File: config.mk
export PLATFORM = sky130hd
export DESIGN_NAME = phys_mem_arbiter_flat
export DESIGN_NICKNAME = d
export VERILOG_FILES = /design/src/rtl/phys_mem_arbiter_if.sv /design/src/rtl/phys_mem_arbiter.sv /design/src/flat_wrapper.sv
export SDC_FILE = /design/constraint.sdc
export NUM_CORES = 1
export LEC_CHECK = 0
export ABC_AREA = 1
export CAP_MARGIN = 30
export CORE_ASPECT_RATIO = 1.1
export CORE_MARGIN = 2
export CORE_UTILIZATION = 32
export CTS_BUF_LIST = sky130_fd_sc_hd__clkbuf_16
export DETAILED_ROUTE_END_ITERATION = 6
export PLACE_DENSITY = 0.86
export SKIP_LAST_GASP = 1
export SLEW_MARGIN = 30
export SYNTH_ARGS = -nofsm -noshare
export SYNTH_HDL_FRONTEND = slang
export SYNTH_SLANG_ARGS = --single-unit
File: constraint.sdc
create_clock -name clk_in -period 1.9 [get_ports clk_in]
set_input_delay 0.38 -clock clk_in [delete_from_list [all_inputs] [get_ports clk_in]]
set_output_delay 0.38 -clock clk_in [all_outputs]
set_load 0.01 [all_outputs]
File: src/rtl/phys_mem_arbiter_if.sv
// ---------------------------------------------------------------------------
// phys_mem_arbiter_if
// Bundles every handshake and bus signal between phys_mem_arbiter, the two
// L1 line requesters (I$ fill, D$ fill/writeback) and the Physical RAM port.
//
// Modports
//   master : the arbiter itself. It drives the RAM port and the requester
//            status signals, and reads the requests and RAM responses.
//   slave  : the environment (both caches plus the RAM). It drives requests
//            and RAM responses and reads everything the arbiter produces.
//
// Signal groups
//   ic_req/ic_addr                  -> I$ line read request
//   ic_beat/ic_done/ic_err          <- I$ beat strobe, completion, reject flag
//   dc_req/dc_rw/dc_addr/dc_wr_data -> D$ line request and writeback data
//   dc_beat/dc_done/dc_err          <- D$ beat strobe, completion, reject flag
//   beat_idx/rd_data                <- shared beat index and read data
//   mem_req/mem_rw/mem_addr/mem_wr_data <- RAM command
//   mem_rd_data/mem_ready           -> RAM response
//
// Handshake: a requester raises x_req and holds it, with its address and
// direction stable, until the one-cycle x_done pulse. A RAM beat completes in
// every cycle where mem_req=1 and mem_ready=1; while mem_ready=0 the command
// (mem_req/mem_rw/mem_addr/mem_wr_data) is held unchanged.
// ---------------------------------------------------------------------------
interface phys_mem_arbiter_if #(
    parameter int CL_LEN = 32
);
    localparam int IDX_W = $clog2(CL_LEN / 4);

    logic             ic_req;
    logic [31:0]      ic_addr;
    logic             ic_beat;
    logic             ic_done;
    logic             ic_err;

    logic             dc_req;
    logic             dc_rw;
    logic [31:0]      dc_addr;
    logic [31:0]      dc_wr_data;
    logic             dc_beat;
    logic             dc_done;
    logic             dc_err;

    logic [IDX_W-1:0] beat_idx;
    logic [31:0]      rd_data;

    logic             mem_req;
    logic             mem_rw;
    logic [31:0]      mem_addr;
    logic [31:0]      mem_wr_data;
    logic [31:0]      mem_rd_data;
    logic             mem_ready;

    modport master (
        input  ic_req, ic_addr,
        input  dc_req, dc_rw, dc_addr, dc_wr_data,
        input  mem_rd_data, mem_ready,
        output ic_beat, ic_done, ic_err,
        output dc_beat, dc_done, dc_err,
        output beat_idx, rd_data,
        output mem_req, mem_rw, mem_addr, mem_wr_data
    );

    modport slave (
        output ic_req, ic_addr,
        output dc_req, dc_rw, dc_addr, dc_wr_data,
        output mem_rd_data, mem_ready,
        input  ic_beat, ic_done, ic_err,
        input  dc_beat, dc_done, dc_err,
        input  beat_idx, rd_data,
        input  mem_req, mem_rw, mem_addr, mem_wr_data
    );
endinterface

File: src/rtl/phys_mem_arbiter.sv
// ---------------------------------------------------------------------------
// phys_mem_arbiter
// Shares the single Physical RAM port between the L1 I$ line-fill requester
// and the L1 D$ fill/writeback requester. Each grant is one cache-line burst
// of CL_LEN/4 32-bit beats. When both requesters are pending in IDLE the one
// that was not granted last wins (round robin).
//
// Optional feature macro: ARB_ADDR_CHK_EN
//   defined     : a line whose bytes are not all inside PHYS_LO..PHYS_HI is
//                 rejected (REJECT state, x_done + x_err for one cycle).
//   not defined : no range check, ic_err/dc_err tied 0, every request bursts.
//
// Ports
//   clk_in    : clock
//   reset_in  : synchronous active-high reset; aborts any burst, no done pulse
//   bus       : phys_mem_arbiter_if.master (requesters + RAM port)
//   state_dbg : current FSM state encoding (debug observation)
//
// Timing: a request sampled in IDLE at edge N produces mem_req=1 after N.
// x_beat is the same-cycle decode of mem_ready during the granted burst;
// x_done/x_err/mem_req/mem_rw/beat_idx are registered.
// ---------------------------------------------------------------------------
module phys_mem_arbiter #(
    parameter int          CL_LEN     = 32,
    parameter logic [31:0] PHYS_LO    = 32'h0000_0000,
    parameter int          PHYS_DEPTH = 8192
) (
    input  logic                clk_in,
    input  logic                reset_in,
    phys_mem_arbiter_if.master  bus,
    output logic [2:0]          state_dbg
);
    localparam int          WPL       = CL_LEN / 4;
    localparam int          IDX_W     = $clog2(WPL);
    localparam logic [IDX_W-1:0] LAST_BEAT = IDX_W'(WPL - 1);
    localparam logic [31:0] LINE_MASK = ~(32'(CL_LEN) - 32'd1);

    typedef enum logic [2:0] {
        IDLE     = 3'd0,
        BURST_IC = 3'd1,
        BURST_DC = 3'd2,
        DONE     = 3'd3
`ifdef ARB_ADDR_CHK_EN
        ,
        REJECT   = 3'd4
`endif
    } state_t;

    state_t           state;
    logic             last_grant_dc;   // 1 = D$ was granted most recently
    logic [31:0]      base;
    logic [IDX_W-1:0] beat_idx_q;
    logic             mem_req_q;
    logic             mem_rw_q;
    logic             ic_done_q;
    logic             dc_done_q;

    logic             grant_ic;
    logic             grant_dc;
    logic [31:0]      req_base;

    // Arbitration decode, only consumed while in IDLE.
    always_comb begin
        grant_ic = bus.ic_req && (!bus.dc_req || last_grant_dc);
        grant_dc = bus.dc_req && !grant_ic;
        req_base = (grant_ic ? bus.ic_addr : bus.dc_addr) & LINE_MASK;
    end

`ifdef ARB_ADDR_CHK_EN
    localparam logic [31:0] RANGE_LIMIT = 32'(PHYS_DEPTH - CL_LEN);

    logic        ic_err_q;
    logic        dc_err_q;
    logic [31:0] req_off;
    logic        in_range;

    // Offset from PHYS_LO in 32-bit modulo arithmetic: a base below PHYS_LO
    // wraps to a huge offset, so one compare covers both ends of the window.
    always_comb begin
        req_off  = req_base - PHYS_LO;
        in_range = (req_off <= RANGE_LIMIT);
    end
`endif

    always_ff @(posedge clk_in) begin
        if (reset_in) begin
            state         <= IDLE;
            last_grant_dc <= 1'b1;
            base          <= 32'd0;
            beat_idx_q    <= '0;
            mem_req_q     <= 1'b0;
            mem_rw_q      <= 1'b0;
            ic_done_q     <= 1'b0;
            dc_done_q     <= 1'b0;
`ifdef ARB_ADDR_CHK_EN
            ic_err_q      <= 1'b0;
            dc_err_q      <= 1'b0;
`endif
        end else begin
            // Completion flags are single-cycle pulses.
            ic_done_q <= 1'b0;
            dc_done_q <= 1'b0;
`ifdef ARB_ADDR_CHK_EN
            ic_err_q  <= 1'b0;
            dc_err_q  <= 1'b0;
`endif
            case (state)
                IDLE: begin
                    if (grant_ic || grant_dc) begin
                        last_grant_dc <= grant_dc;
                        base          <= req_base;
                        beat_idx_q    <= '0;
`ifdef ARB_ADDR_CHK_EN
                        if (!in_range) begin
                            state     <= REJECT;
                            ic_done_q <= grant_ic;
                            dc_done_q <= grant_dc;
                            ic_err_q  <= grant_ic;
                            dc_err_q  <= grant_dc;
                        end else begin
                            state     <= grant_ic ? BURST_IC : BURST_DC;
                            mem_req_q <= 1'b1;
                            mem_rw_q  <= grant_dc && bus.dc_rw;
                        end
`else
                        state     <= grant_ic ? BURST_IC : BURST_DC;
                        mem_req_q <= 1'b1;
                        mem_rw_q  <= grant_dc && bus.dc_rw;
`endif
                    end
                end
                BURST_IC, BURST_DC: begin
                    // mem_ready=0 is a wait state: nothing changes.
                    if (bus.mem_ready) begin
                        if (beat_idx_q == LAST_BEAT) begin
                            state      <= DONE;
                            mem_req_q  <= 1'b0;
                            mem_rw_q   <= 1'b0;
                            beat_idx_q <= '0;
                            ic_done_q  <= (state == BURST_IC);
                            dc_done_q  <= (state == BURST_DC);
                        end else begin
                            beat_idx_q <= beat_idx_q + 1'b1;
                        end
                    end
                end
                DONE: begin
                    state <= IDLE;
                end
`ifdef ARB_ADDR_CHK_EN
                REJECT: begin
                    state <= IDLE;
                end
`endif
                default: begin
                    state <= IDLE;
                end
            endcase
        end
    end

    assign bus.ic_beat     = (state == BURST_IC) && bus.mem_ready;
    assign bus.dc_beat     = (state == BURST_DC) && bus.mem_ready;
    assign bus.ic_done     = ic_done_q;
    assign bus.dc_done     = dc_done_q;
`ifdef ARB_ADDR_CHK_EN
    assign bus.ic_err      = ic_err_q;
    assign bus.dc_err      = dc_err_q;
`else
    assign bus.ic_err      = 1'b0;
    assign bus.dc_err      = 1'b0;
`endif
    assign bus.beat_idx    = beat_idx_q;
    assign bus.rd_data     = bus.mem_rd_data;
    assign bus.mem_req     = mem_req_q;
    assign bus.mem_rw      = mem_rw_q;
    // Address is forced to 0 outside a burst so the RAM port is quiet.
    assign bus.mem_addr    = mem_req_q
                             ? (base + {{(30 - IDX_W){1'b0}}, beat_idx_q, 2'b00})
                             : 32'd0;
    assign bus.mem_wr_data = ((state == BURST_DC) && mem_rw_q) ? bus.dc_wr_data : 32'd0;
    assign state_dbg       = state;

endmodule

File: src/flat_wrapper.sv
// flat-port wrapper written by rule: the top's interface ports become plain ports
module phys_mem_arbiter_flat 
#(
    parameter int          CL_LEN     = 32,
    parameter logic [31:0] PHYS_LO    = 32'h0000_0000,
    parameter int          PHYS_DEPTH = 8192
)
  (clk_in, reset_in, state_dbg, bus_ic_req, bus_ic_addr, bus_dc_req, bus_dc_rw, bus_dc_addr, bus_dc_wr_data, bus_mem_rd_data, bus_mem_ready, bus_ic_beat, bus_ic_done, bus_ic_err, bus_dc_beat, bus_dc_done, bus_dc_err, bus_beat_idx, bus_rd_data, bus_mem_req, bus_mem_rw, bus_mem_addr, bus_mem_wr_data);
  phys_mem_arbiter_if #(.CL_LEN(CL_LEN)) bus_i ();
  input  logic clk_in;
  input  logic reset_in;
  output logic [2:0] state_dbg;
  input wire logic [$bits(bus_i.ic_req)-1:0] bus_ic_req;
  input wire logic [$bits(bus_i.ic_addr)-1:0] bus_ic_addr;
  input wire logic [$bits(bus_i.dc_req)-1:0] bus_dc_req;
  input wire logic [$bits(bus_i.dc_rw)-1:0] bus_dc_rw;
  input wire logic [$bits(bus_i.dc_addr)-1:0] bus_dc_addr;
  input wire logic [$bits(bus_i.dc_wr_data)-1:0] bus_dc_wr_data;
  input wire logic [$bits(bus_i.mem_rd_data)-1:0] bus_mem_rd_data;
  input wire logic [$bits(bus_i.mem_ready)-1:0] bus_mem_ready;
  output wire logic [$bits(bus_i.ic_beat)-1:0] bus_ic_beat;
  output wire logic [$bits(bus_i.ic_done)-1:0] bus_ic_done;
  output wire logic [$bits(bus_i.ic_err)-1:0] bus_ic_err;
  output wire logic [$bits(bus_i.dc_beat)-1:0] bus_dc_beat;
  output wire logic [$bits(bus_i.dc_done)-1:0] bus_dc_done;
  output wire logic [$bits(bus_i.dc_err)-1:0] bus_dc_err;
  output wire logic [$bits(bus_i.beat_idx)-1:0] bus_beat_idx;
  output wire logic [$bits(bus_i.rd_data)-1:0] bus_rd_data;
  output wire logic [$bits(bus_i.mem_req)-1:0] bus_mem_req;
  output wire logic [$bits(bus_i.mem_rw)-1:0] bus_mem_rw;
  output wire logic [$bits(bus_i.mem_addr)-1:0] bus_mem_addr;
  output wire logic [$bits(bus_i.mem_wr_data)-1:0] bus_mem_wr_data;
  assign bus_i.ic_req = bus_ic_req;
  assign bus_i.ic_addr = bus_ic_addr;
  assign bus_i.dc_req = bus_dc_req;
  assign bus_i.dc_rw = bus_dc_rw;
  assign bus_i.dc_addr = bus_dc_addr;
  assign bus_i.dc_wr_data = bus_dc_wr_data;
  assign bus_i.mem_rd_data = bus_mem_rd_data;
  assign bus_i.mem_ready = bus_mem_ready;
  assign bus_ic_beat = bus_i.ic_beat;
  assign bus_ic_done = bus_i.ic_done;
  assign bus_ic_err = bus_i.ic_err;
  assign bus_dc_beat = bus_i.dc_beat;
  assign bus_dc_done = bus_i.dc_done;
  assign bus_dc_err = bus_i.dc_err;
  assign bus_beat_idx = bus_i.beat_idx;
  assign bus_rd_data = bus_i.rd_data;
  assign bus_mem_req = bus_i.mem_req;
  assign bus_mem_rw = bus_i.mem_rw;
  assign bus_mem_addr = bus_i.mem_addr;
  assign bus_mem_wr_data = bus_i.mem_wr_data;
  phys_mem_arbiter #(.CL_LEN(CL_LEN), .PHYS_LO(PHYS_LO), .PHYS_DEPTH(PHYS_DEPTH)) u_core (.clk_in(clk_in), .reset_in(reset_in), .bus(bus_i), .state_dbg(state_dbg));
endmodule
==> results.json, run 1 <==
{
  "die_area_mm2": 0.00940,
  "synth_edf_count": 0,
  "antenna_cells": 0,
  "worstSetupStartpointType": "register",
  "syn_avg_cell_area_um2": 5.70,
  "grt_max_degree": 30,
  "drt-initial-drc-count": 88,
  "ios": 244,
  "antenna_found_initial": 0,
  "power.total_mw": 4.24,
  "use_met3_pct": 9.75,
  "gp_congestion": 0.789,
  "maxSlewViolCount": 0,
  "clkPwrFrac_pct": 18.8,
  "cts_max_level": 2,
  "synth_cells": 485,
  "fillers": 818,
  "grtUsageMet2_pct": 36.8,
  "timing.fmax_mhz": 534,
  "via_count": 3197,
  "core_area_mm2": 0.00836,
  "netSwitchingFraction_pct": 39.1,
  "grt_pass1_wl_mm": 14.1,
  "routed_wl_mm": 9.65,
  "clkTransAtPathRegs_ns": 0.06,
  "finClkSkew_ns": 0.00363,
  "die_y_um": 101,
  "reg2reg_setup_slack_ns": 0.20,
  "drc_errors": 0,
  "path_cells": "inv_1, ha_2, nand2_2, buf_12, nor2_1, dlygate4sd2_1",
  "die_w_um": 92.6,
  "crit_required_ns": 1.52,
  "power.density_mw_per_mm2": 950,
  "hold_viol": 0,
  "synth_area_mm2": 0.00276,
  "first_pass_iters": 4,
  "cts_tree": "done",
  "rows": 35,
  "path_buf_inv": 3,
  "drv_cap": 0,
  "period_share_pct": 98.6,
  "power.switching_mw": 1.66,
  "ys_warn_count": 0,
  "r2r_start": "u_core.state_dbg[1]",
  "crit_type": "register to output port",
  "grt_busiest_layer": "met2",
  "worstPathMaxFanout": 16,
  "r2r-end": "u_core.bus.beat_idx[2]",
  "critPathMaxStageDelay_ns": 0.31,
  "layout.nets": 761,
  "area_delta_synth_final_pct": 61.4,
  "whs_ns": 0.522,
  "placement.io_buffers": 164,
  "ys_seq_area_share_pct": 26.8,
  "synth-xor-area-share_pct": 0,
  "synth-seq-cells": 37,
  "synth_top_family_by_area": "simple AND/OR/NAND/NOR gates",
  "hp-start": "u_core.last_grant_dc",
  "drive_gt1_share_pct": 9.00,
  "p_leak_nw": 2.58,
  "fin_crit_ns": 1.87,
  "track_usage_pct": 19.1,
  "placed_cell_area_mm2": 0.00434,
  "fin_util_pct": 53.3,
  "worstPathArrival_ns": 1.49,
  "hold-path-endpoint": "u_core.last_grant_dc",
  "finalSetupViolCount": 0,
  "overflow": 0,
  "dpl.hpwl_mm": 7.65,
  "multi_input_area_mm2": 0.00125,
  "synth_adder_area_share_pct": 2.72,
  "vias_per_cell": 4.36,
  "cp_top_family": "buffers and inverters",
  "slowest_stage": "dfxtp_1",
  "clk_latency_ns": 0.28,
  "grt_setup_unrepaired": "yes",
  "clockRootBuffer": "clkbuf_16",
  "ant_nets": 0,
  "async_reset_ff_share_pct": 0,
  "finalInstanceArea_mm2": 0.00446,
  "p_seq_share_pct": 27.4,
  "clockBufferDepth": 2,
  "register_area_um2": 744,
  "cp-end-kind": "output port",
  "grt_pass1_vias": 3000,
  "status": "finished, final reports clean",
  "yosysUniqueCellTypes": 18,
  "synth-simple-area-share_pct": 39.7,
  "numCtsBuffers": 5,
  "comb_power_share_pct": 53.8,
  "muxShareOfSynthArea_pct": 0,
  "worstRegToRegCells": 10,
  "hp-class": "register to register",
  "wire_per_inst_um": 13.2,
  "use_met1_pct": 17.1,
  "vdd_ir_drop_max_v": 0.000373,
  "synth_ff_type": "dfxtp_1",
  "synth_compound_area_share_pct": 1.31,
  "p_int_mw": 2.58,
  "holdPathStages": 2,
  "initial_utilization_pct": 33.0,
  "cts_sinks": 37
}
## synthesized netlist by cell type (2+ instances only)
| cell type | count | area (um^2) |
|---|---|---|
| dfxtp_1 | 37 | 741 |
| inv_1 | 104 | 390 |
| a21oi_1 | 2 | 10.0 |
| buf_6 | 4 | 45.0 |
| nand2_2 | 2 | 12.5 |
| nor2_1 | 100 | 375 |
| nand3_1 | 63 | 315 |
| ha_1 | 6 | 75.1 |
| buf_1 | 2 | 7.51 |
| buf_4 | 40 | 300 |
| o21ai_0 | 4 | 20.0 |
| clkbuf_1 | 7 | 26.3 |
| nand2_1 | 102 | 383 |
| buf_2 | 8 | 40.0 |
## area by class of cell
cell class                      count  share of cell area, %
Timing Repair Buffer              186                   40.3
Multi-Input combinational cell    287                   28.0
Sequential cell                    37                   16.7
Inverter                          104                   8.75
Tap cell                          111                   3.11
Clock buffer                        5                   2.81
Clock inverter                      3                  0.393
## how the worst max path moves through the flow
stage,startpoint,end,slack [ns],cells past startpoint
after floorplan,u_core.state_dbg[0],bus_mem_wr_data[10],0.29,5
after detailed placement,bus_dc_wr_data[5],bus_mem_wr_data[5],-0.15,4
after CTS,u_core.state_dbg[0],bus_mem_wr_data[8],-0.11,6
after global routing,u_core.state_dbg[0],bus_mem_wr_data[12],-0.04,6
final,u_core.state_dbg[0],bus_mem_wr_data[13],0.03,6
after global placement,bus_dc_wr_data[5],bus_mem_wr_data[5],-0.15,4
## power by group through the flow
stage / Sequential [mW] / Combinational, mW / Clock, mW
2_1_floorplan: 1.16 / 1.34 / 0
3_3_place_gp: 1.15 / 2.14 / 0
3_5_place_dp: 1.16 / 2.22 / 0
4_1_cts: 1.14 / 2.24 / 0.818
5_1_grt: 1.19 / 2.55 / 0.852
6_report: 1.16 / 2.28 / 0.799
## cells in the final DEF (no fill, tap or decap), drive strengths merged
cell           synthesis  layout
clkdlybuf4s50          0     130
inv                  104     104
nand2                104     104
nor2                 100     100
nand3                 63      63
dfxtp                 37      37
buf                   54      37
dlygate4sd2            0      15
clkbuf                 7       9
ha                     6       6
conb                   1       5
o21ai                  4       4
a21oi                  2       2
clkinv                 0       2
a31oi                  1       1
nand4                  1       1
or2                    1       1
clkinvlp               0       1
## stage by stage
step,TNS (ns),cells,worst slack [ns]
final,0,733,0.0262
after detailed placement,-0.778,722,-0.147
after global routing,-0.296,733,-0.0412
after floorplan,0,489,0.289
after CTS,-0.431,732,-0.110
after global placement,-0.844,722,-0.151
## logic make-up after synthesis
logic type,count (synthesis)
adders and majority gates,6
AOI/OAI and AO/OA,7
DFF,37
other,1
buffers and inverters,165
and+or+nand+nor,269
## state kept, by name, indices dropped and copies added (netlist names)
| name | flops |
|---|---|
| u_core.base | 27 |
| u_core.bus.beat_idx | 3 |
| u_core.state_dbg | 2 |
| u_core.bus.dc_done | 1 |
| u_core.bus.ic_done | 1 |
| u_core.bus.mem_req | 1 |
| u_core.bus.mem_rw | 1 |
| u_core.last_grant_dc | 1 |
## per-layer routing
metal | vias to the layer above | wire [um] | share of wire [%]
met2 | 166 | 4830 | 50
met3 | 14 | 1270 | 13
met1 | 1380 | 3340 | 35
met5 | - | 0 | 0
met4 | 0 | 205 | 2.1
li1 | 1637 | - | -
## tightest hold or removal path, stage by stage (launching register included)
cell     delay [ns]
dfxtp_1        0.30
inv_1          0.07
o21ai_0        0.10
## timing repair
item | 4_1_cts | 5_1_grt
gates resized for setup | 81 | 19
gates cloned | 1 | 1
hold buffers | 0 | 0
pin swaps | 1 | 0
setup buffers | 1 | 0
setup endpoints to repair | 34 | 43
Power figures use the tool's default switching activity.
==> run 2: changes to the inputs <==
--- a/config.mk
+++ b/config.mk
@@ -13,6 +13,7 @@
 export CTS_BUF_LIST = sky130_fd_sc_hd__clkbuf_16
 export DETAILED_ROUTE_END_ITERATION = 6
 export PLACE_DENSITY = 0.86
+export RECOVER_POWER = 100
 export SKIP_LAST_GASP = 1
 export SLEW_MARGIN = 30
 export SYNTH_ARGS = -nofsm -noshare
==> run 2 against run 1 <==
Net effect: total power is 2.8% lower; wire length is 0.37% lower; worst hold slack hardly changed; cell count stayed put; critical endpoint unchanged; non-clock buffer count stayed put; sequential power hardly changed; fmax is 0.18% lower.
==> results.json, run 2 (same netlist as run 1, synthesis figures left out) <==
{
  "crit_required_ns": 1.52,
  "worstPathArrival_ns": 1.50,
  "register_area_um2": 744,
  "grt_max_degree": 30,
  "dp_slack_ns": -0.147,
  "hp-start": "u_core.last_grant_dc",
  "via_count": 3200,
  "clockBufferDepth": 2,
  "layout.nets": 761,
  "period_share_pct": 98.8,
  "final_cell_mix": "clkdlybuf4s50_1, inv_1, nand2_1",
  "power.density_mw_per_mm2": 936,
  "die_y_um": 101,
  "cts_sinks": 37,
  "final_common_cell": "clkdlybuf4s50_1",
  "numCtsBuffers": 5,
  "placement.io_buffers": 164,
  "path_cells": "inv_1, ha_2, nand2_2, buf_12, nor2_1, dlygate4sd2_1",
  "antenna_found_initial": 0,
  "rows": 35,
  "core_area_mm2": 0.00836,
  "hp-class": "register to register",
  "first_pass_iters": 4,
  "cts_tree": "done",
  "fillers": 834,
  "top_register": "u_core.base",
  "multi_input_area_mm2": 0.00125,
  "finalInstanceArea_mm2": 0.00440,
  "clkTransAtPathRegs_ns": 0.06,
  "drv_cap": 0,
  "setup_slack_ns": 0.0229,
  "timing.fmax_mhz": 533,
  "largest_register_ffs": 27,
  "maxSlewViolCount": 0,
  "holdPathStages": 2,
  "antenna_cells": 0,
  "p_leak_nw": 2.55,
  "grt_pass1_vias": 3000,
  "clk_latency_ns": 0.28,
  "die_area_mm2": 0.00940,
  "worstPathMaxFanout": 16,
  "grt_pass1_wl_mm": 14.1,
  "cp-end-kind": "output port",
  "ios": 244,
  "r2r_start": "u_core.state_dbg[1]",
  "timing.setup.tns_ns": 0,
  "critPathMaxStageDelay_ns": 0.31,
  "finClkSkew_ns": 0.00350,
  "hold-path-endpoint": "u_core.last_grant_dc",
  "vias_per_cell": 4.37,
  "worstRegToRegCells": 9,
  "gp_congestion": 0.789,
  "cts_max_level": 2,
  "crit_type": "register to output port",
  "dpl.hpwl_mm": 7.65,
  "initial_utilization_pct": 33.0,
  "die_w_um": 92.6,
  "wire_per_inst_um": 13.1,
  "vdd_ir_drop_max_v": 0.000372,
  "ant_nets": 0,
  "status": "finished, final reports clean",
  "hold_viol": 0,
  "drc_errors": 0,
  "track_usage_pct": 19.1,
  "fin_crit_ns": 1.88,
  "area_delta_synth_final_pct": 59.3,
  "r2r-end": "u_core.base[20]",
  "overflow": 0,
  "drt-initial-drc-count": 84,
  "routed_wl_mm": 9.61,
  "grt_setup_unrepaired": "yes",
  "clockRootBuffer": "clkbuf_16",
  "finalSetupViolCount": 0,
  "drive_gt1_share_pct": 7.72,
  "worstSetupStartpointType": "register",
  "reg2reg_setup_slack_ns": 0.10,
  "slowest_stage": "dfxtp_1",
  "placed_cell_area_mm2": 0.00434
}
[run 2: cell count changes in the layout (fill, tap and decap cells not counted)]
cell             delta
buf_12              -2
dlygate4sd3_1       +8
clkbuf_16           -1
buf_2              -11
clkbuf_2            +5
clkbuf_4            +1
clkdlybuf4s50_1     -8
clkbuf_1            +8
[run 2: cell type report]
type                       instances  share of cell area, %
clock buffer                       5                   2.84
clock inverter                     3                  0.398
inverter                         104                   8.87
multi-input combinational        287                   28.4
sequential                        37                   16.9
tap                              111                   3.15
timing repair buffer             186                   39.5
[run 2: repair_timing]
item / in CTS / in global routing
endpoints found under the hold margin: 0 / 0
setup endpoints to repair: 34 / 43
pin swaps: 1 / 0
setup buffers: 1 / 0
gates cloned: 1 / 1
gates resized for setup: 81 / 19
hold buffers: 0 / 0
[run 2: routing by layer]
layer | vias to the layer above | global-route usage [%] | share of wire, %
li1 | 1636 | - | -
met1 | 1390 | 17.1 | 34
met2 | 160 | 36.8 | 51
met3 | 14 | 9.75 | 13
met4 | 0 | 6.67 | 2.1
met5 | - | 0 | 0
[run 2: metrics by stage]
step | util (%) | hold slack [ns] | instances | total power, mW
2_1_floorplan | - | 0.465 | 489 | 2.50
3_3_place_gp | 51.9 | 0.482 | 722 | 3.29
3_5_place_dp | 51.9 | 0.519 | 722 | 3.38
4_1_cts | 53.1 | 0.527 | 732 | 4.20
5_1_grt | 52.6 | 0.551 | 733 | 4.47
6_report | 52.6 | 0.522 | 733 | 4.12
[run 2: how the worst max path moves through the flow]
stage,from,slack [ns],endpoint,cells past startpoint
2_1_floorplan,u_core.state_dbg[0],0.29,bus_mem_wr_data[10],5
3_3_place_gp,bus_dc_wr_data[5],-0.15,bus_mem_wr_data[5],4
3_5_place_dp,bus_dc_wr_data[5],-0.15,bus_mem_wr_data[5],4
4_1_cts,u_core.state_dbg[0],-0.11,bus_mem_wr_data[8],6
5_1_grt,u_core.state_dbg[0],-0.04,bus_mem_wr_data[12],6
6_report,u_core.state_dbg[0],0.02,bus_mem_wr_data[13],6
[run 2: critical path: cells and delay by family, from the launching register on]
family	cells	cell delay, ns
DFF	1	0.31
and+or+nand+nor	2	0.20
buffers and inverters	3	0.52
adders and majority gates	1	0.19
[run 2: power by group]
group | switching, mW | internal (mW)
sequential | 0.129 | 1.02
combinational | 1.19 | 0.980
clock | 0.318 | 0.481
==> run 3: changes to the inputs <==
--- a/config.mk
+++ b/config.mk
@@ -9,10 +9,11 @@
 export CAP_MARGIN = 30
 export CORE_ASPECT_RATIO = 1.1
 export CORE_MARGIN = 2
-export CORE_UTILIZATION = 32
+export CORE_UTILIZATION = 29
 export CTS_BUF_LIST = sky130_fd_sc_hd__clkbuf_16
+export CTS_CLUSTER_SIZE = 8
 export DETAILED_ROUTE_END_ITERATION = 6
-export PLACE_DENSITY = 0.86
+export PLACE_DENSITY = 0.82
 export RECOVER_POWER = 100
 export SKIP_LAST_GASP = 1
 export SLEW_MARGIN = 30
==> constraint.sdc (replaced) <==
create_clock -name clk_in -period 1.6 [get_ports clk_in]
set_input_delay 0.32 -clock clk_in [delete_from_list [all_inputs] [get_ports clk_in]]
set_output_delay 0.32 -clock clk_in [all_outputs]
set_load 0.01 [all_outputs]
==> run 3 against run 2 <==
Net effect: the run now ends with setup timing left; wire length grew 10%; register-to-register slack lost 0.17 ns; design area up 16%; worst hold slack gained 0.0050 ns; die area rose by 9.9%; total power grew 46%; highest routed layer unchanged; clock skew increased by 0.00055 ns; critical path type unchanged; global-route usage fell by 0.79 points.
==> results.json, run 3 (same netlist as run 1, synthesis figures left out) <==
{
  "drc_errors": 0,
  "area_delta_synth_final_pct": 84.1,
  "rows": 37,
  "final_cell_mix": "nand2_1, inv_1, clkdlybuf4s50_1",
  "timing.fmax_mhz": 561,
  "stdcell_count": 755,
  "crit_required_ns": 1.28,
  "first_pass_iters": 4,
  "power.density_mw_per_mm2": 1180,
  "crit_type": "register to output port",
  "gp_congestion": 0.885,
  "cp-end-kind": "output port",
  "met2_length_mm": 5.51,
  "timing.setup.tns_ns": -3.85,
  "dr_wl_met3_mm": 1.09,
  "power.switching_mw": 2.26,
  "die_y_um": 106,
  "drv_cap": 0,
  "worstPathMaxFanout": 7,
  "initial_utilization_pct": 29.7,
  "worstSetupStartpointType": "register",
  "placement.io_buffers": 164,
  "finalSetupViolCount": 44,
  "track_usage_pct": 18.3,
  "wire_per_inst_um": 14.1,
  "clockBufferDepth": 2,
  "hold_buffers": 0,
  "cts_sinks": 37,
  "layout.nets": 777,
  "dpl.hpwl_mm": 7.64,
  "clockRootBuffer": "clkbuf_16",
  "crit_start": "u_core.state_dbg[0]",
  "routed_wl_mm": 10.6,
  "fin_crit_ns": 1.78,
  "r2r_start": "u_core.state_dbg[0]",
  "setup_slack_ns": -0.182,
  "dp_slack_ns": -0.300,
  "grt_max_degree": 30,
  "grt_setup_unrepaired": "yes",
  "status": "finished, violations left",
  "vias_per_cell": 4.41,
  "comb_power_share_pct": 55.2,
  "finalInstanceArea_mm2": 0.00509,
  "worstPathArrival_ns": 1.46,
  "hp-class": "register to register",
  "maxSlewViolCount": 0,
  "grt_pass1_vias": 3060,
  "ant_nets": 0,
  "numCtsBuffers": 5,
  "die_w_um": 97.1,
  "clkPwrFrac_pct": 21.2,
  "r2r-end": "u_core.state_dbg[1]",
  "period_share_pct": 111,
  "cts_max_level": 2,
  "wl_met1_mm": 3.74,
  "largest_register_ffs": 27,
  "vdd_ir_drop_max_v": 0.000481,
  "finClkSkew_ns": 0.00405,
  "antenna_found_initial": 0,
  "top_register": "u_core.base",
  "overflow": 0,
  "hold_viol": 0,
  "via_count": 3331,
  "violations": "setup timing",
  "drt-initial-drc-count": 152,
  "drive_gt1_share_pct": 21.5,
  "clkTransAtPathRegs_ns": 0.06,
  "core_area_mm2": 0.00931,
  "endpoint": "bus_mem_wr_data[22]",
  "dp_cells": 733,
  "maxUsedRoutingLayer": "met4",
  "fin_util_pct": 54.7,
  "p_int_mw": 3.75,
  "clk_latency_ns": 0.28,
  "grt_pass1_wl_mm": 15.0,
  "placed_cell_area_mm2": 0.00441,
  "worstRegToRegCells": 10,
  "p_seq_share_pct": 23.5,
  "ios": 244,
  "antenna_cells": 0,
  "die_area_mm2": 0.0103,
  "netSwitchingFraction_pct": 37.6,
  "cts_tree": "done",
  "reg2reg_setup_slack_ns": -0.07,
  "p_leak_nw": 3.18
}
-- run 3: cell types whose count changed in the layout (fill, tap and decap cells not counted), sizes merged, moves of 6 or more --
cell / previous run / this run
buf: 24 / 69
clkbuf: 22 / 8
clkdlybuf4s50: 122 / 96
dlygate4sd2: 15 / 9
dlygate4sd3: 8 / 0
dlymetal6s2s: 0 / 23
-- run 3: what timing repair did --
| action | in CTS | in global routing |
|---|---|---|
| pin swaps | 2 | 9 |
| setup buffers | 4 | 5 |
| gates cloned | 3 | 3 |
| endpoints found under the setup margin | 66 | 92 |
| gates resized for setup | 181 | 96 |
-- run 3: worst min path at each step --
stage / start / endpoint / slack (ns) / depth (start not counted)
floorplan: u_core.last_grant_dc / u_core.last_grant_dc / 0.47 / 2
global placement: u_core.last_grant_dc / u_core.last_grant_dc / 0.48 / 2
detailed placement: u_core.last_grant_dc / u_core.last_grant_dc / 0.52 / 2
CTS: u_core.last_grant_dc / u_core.last_grant_dc / 0.53 / 2
global route: u_core.bus.beat_idx[0] / u_core.bus.beat_idx[0] / 0.57 / 2
finish: u_core.last_grant_dc / u_core.last_grant_dc / 0.53 / 2
-- run 3: stage by stage --
step	total power, mW	hold slack (ns)
6_report	6.01	0.527
5_1_grt	6.45	0.566
4_1_cts	5.50	0.531
3_5_place_dp	4.13	0.518
3_3_place_gp	4.05	0.483
2_1_floorplan	2.97	0.465
-- run 3: critical path, stage by stage, from the launching register on --
cell and delay, ns:
dfxtp_2 0.32, inv_2 0.07, ha_4 0.16, nand2_8 0.05, buf_12 0.13, buf_16 0.13
buf_12 0.12, nor2_4 0.08, buf_6 0.10
-- run 3: per-layer routing --
layer,global-route usage (%),vias up
li1,-,1673
met1,18.3,1483
met2,34.2,157
met3,7.50,18
met4,5.94,0
met5,0,-
-- run 3: layout make-up --
type,count,area (um^2)
clock buffers,5,125
inverters,104,395
multi-input cells,287,1470
flip-flops and latches,37,748
well taps,117,146
fillers,849,4220
clock inverters,3,65.1
repair buffers,202,2140
-- run 3: power groups by stage --
stage / logic [mW] / clock network, mW / registers, mW
final: 3.32 / 1.28 / 1.41
after global routing: 3.67 / 1.34 / 1.44
after CTS: 2.82 / 1.30 / 1.38
after detailed placement: 2.75 / 0 / 1.38
after global placement: 2.69 / 0 / 1.36
after floorplan: 1.59 / 0 / 1.38
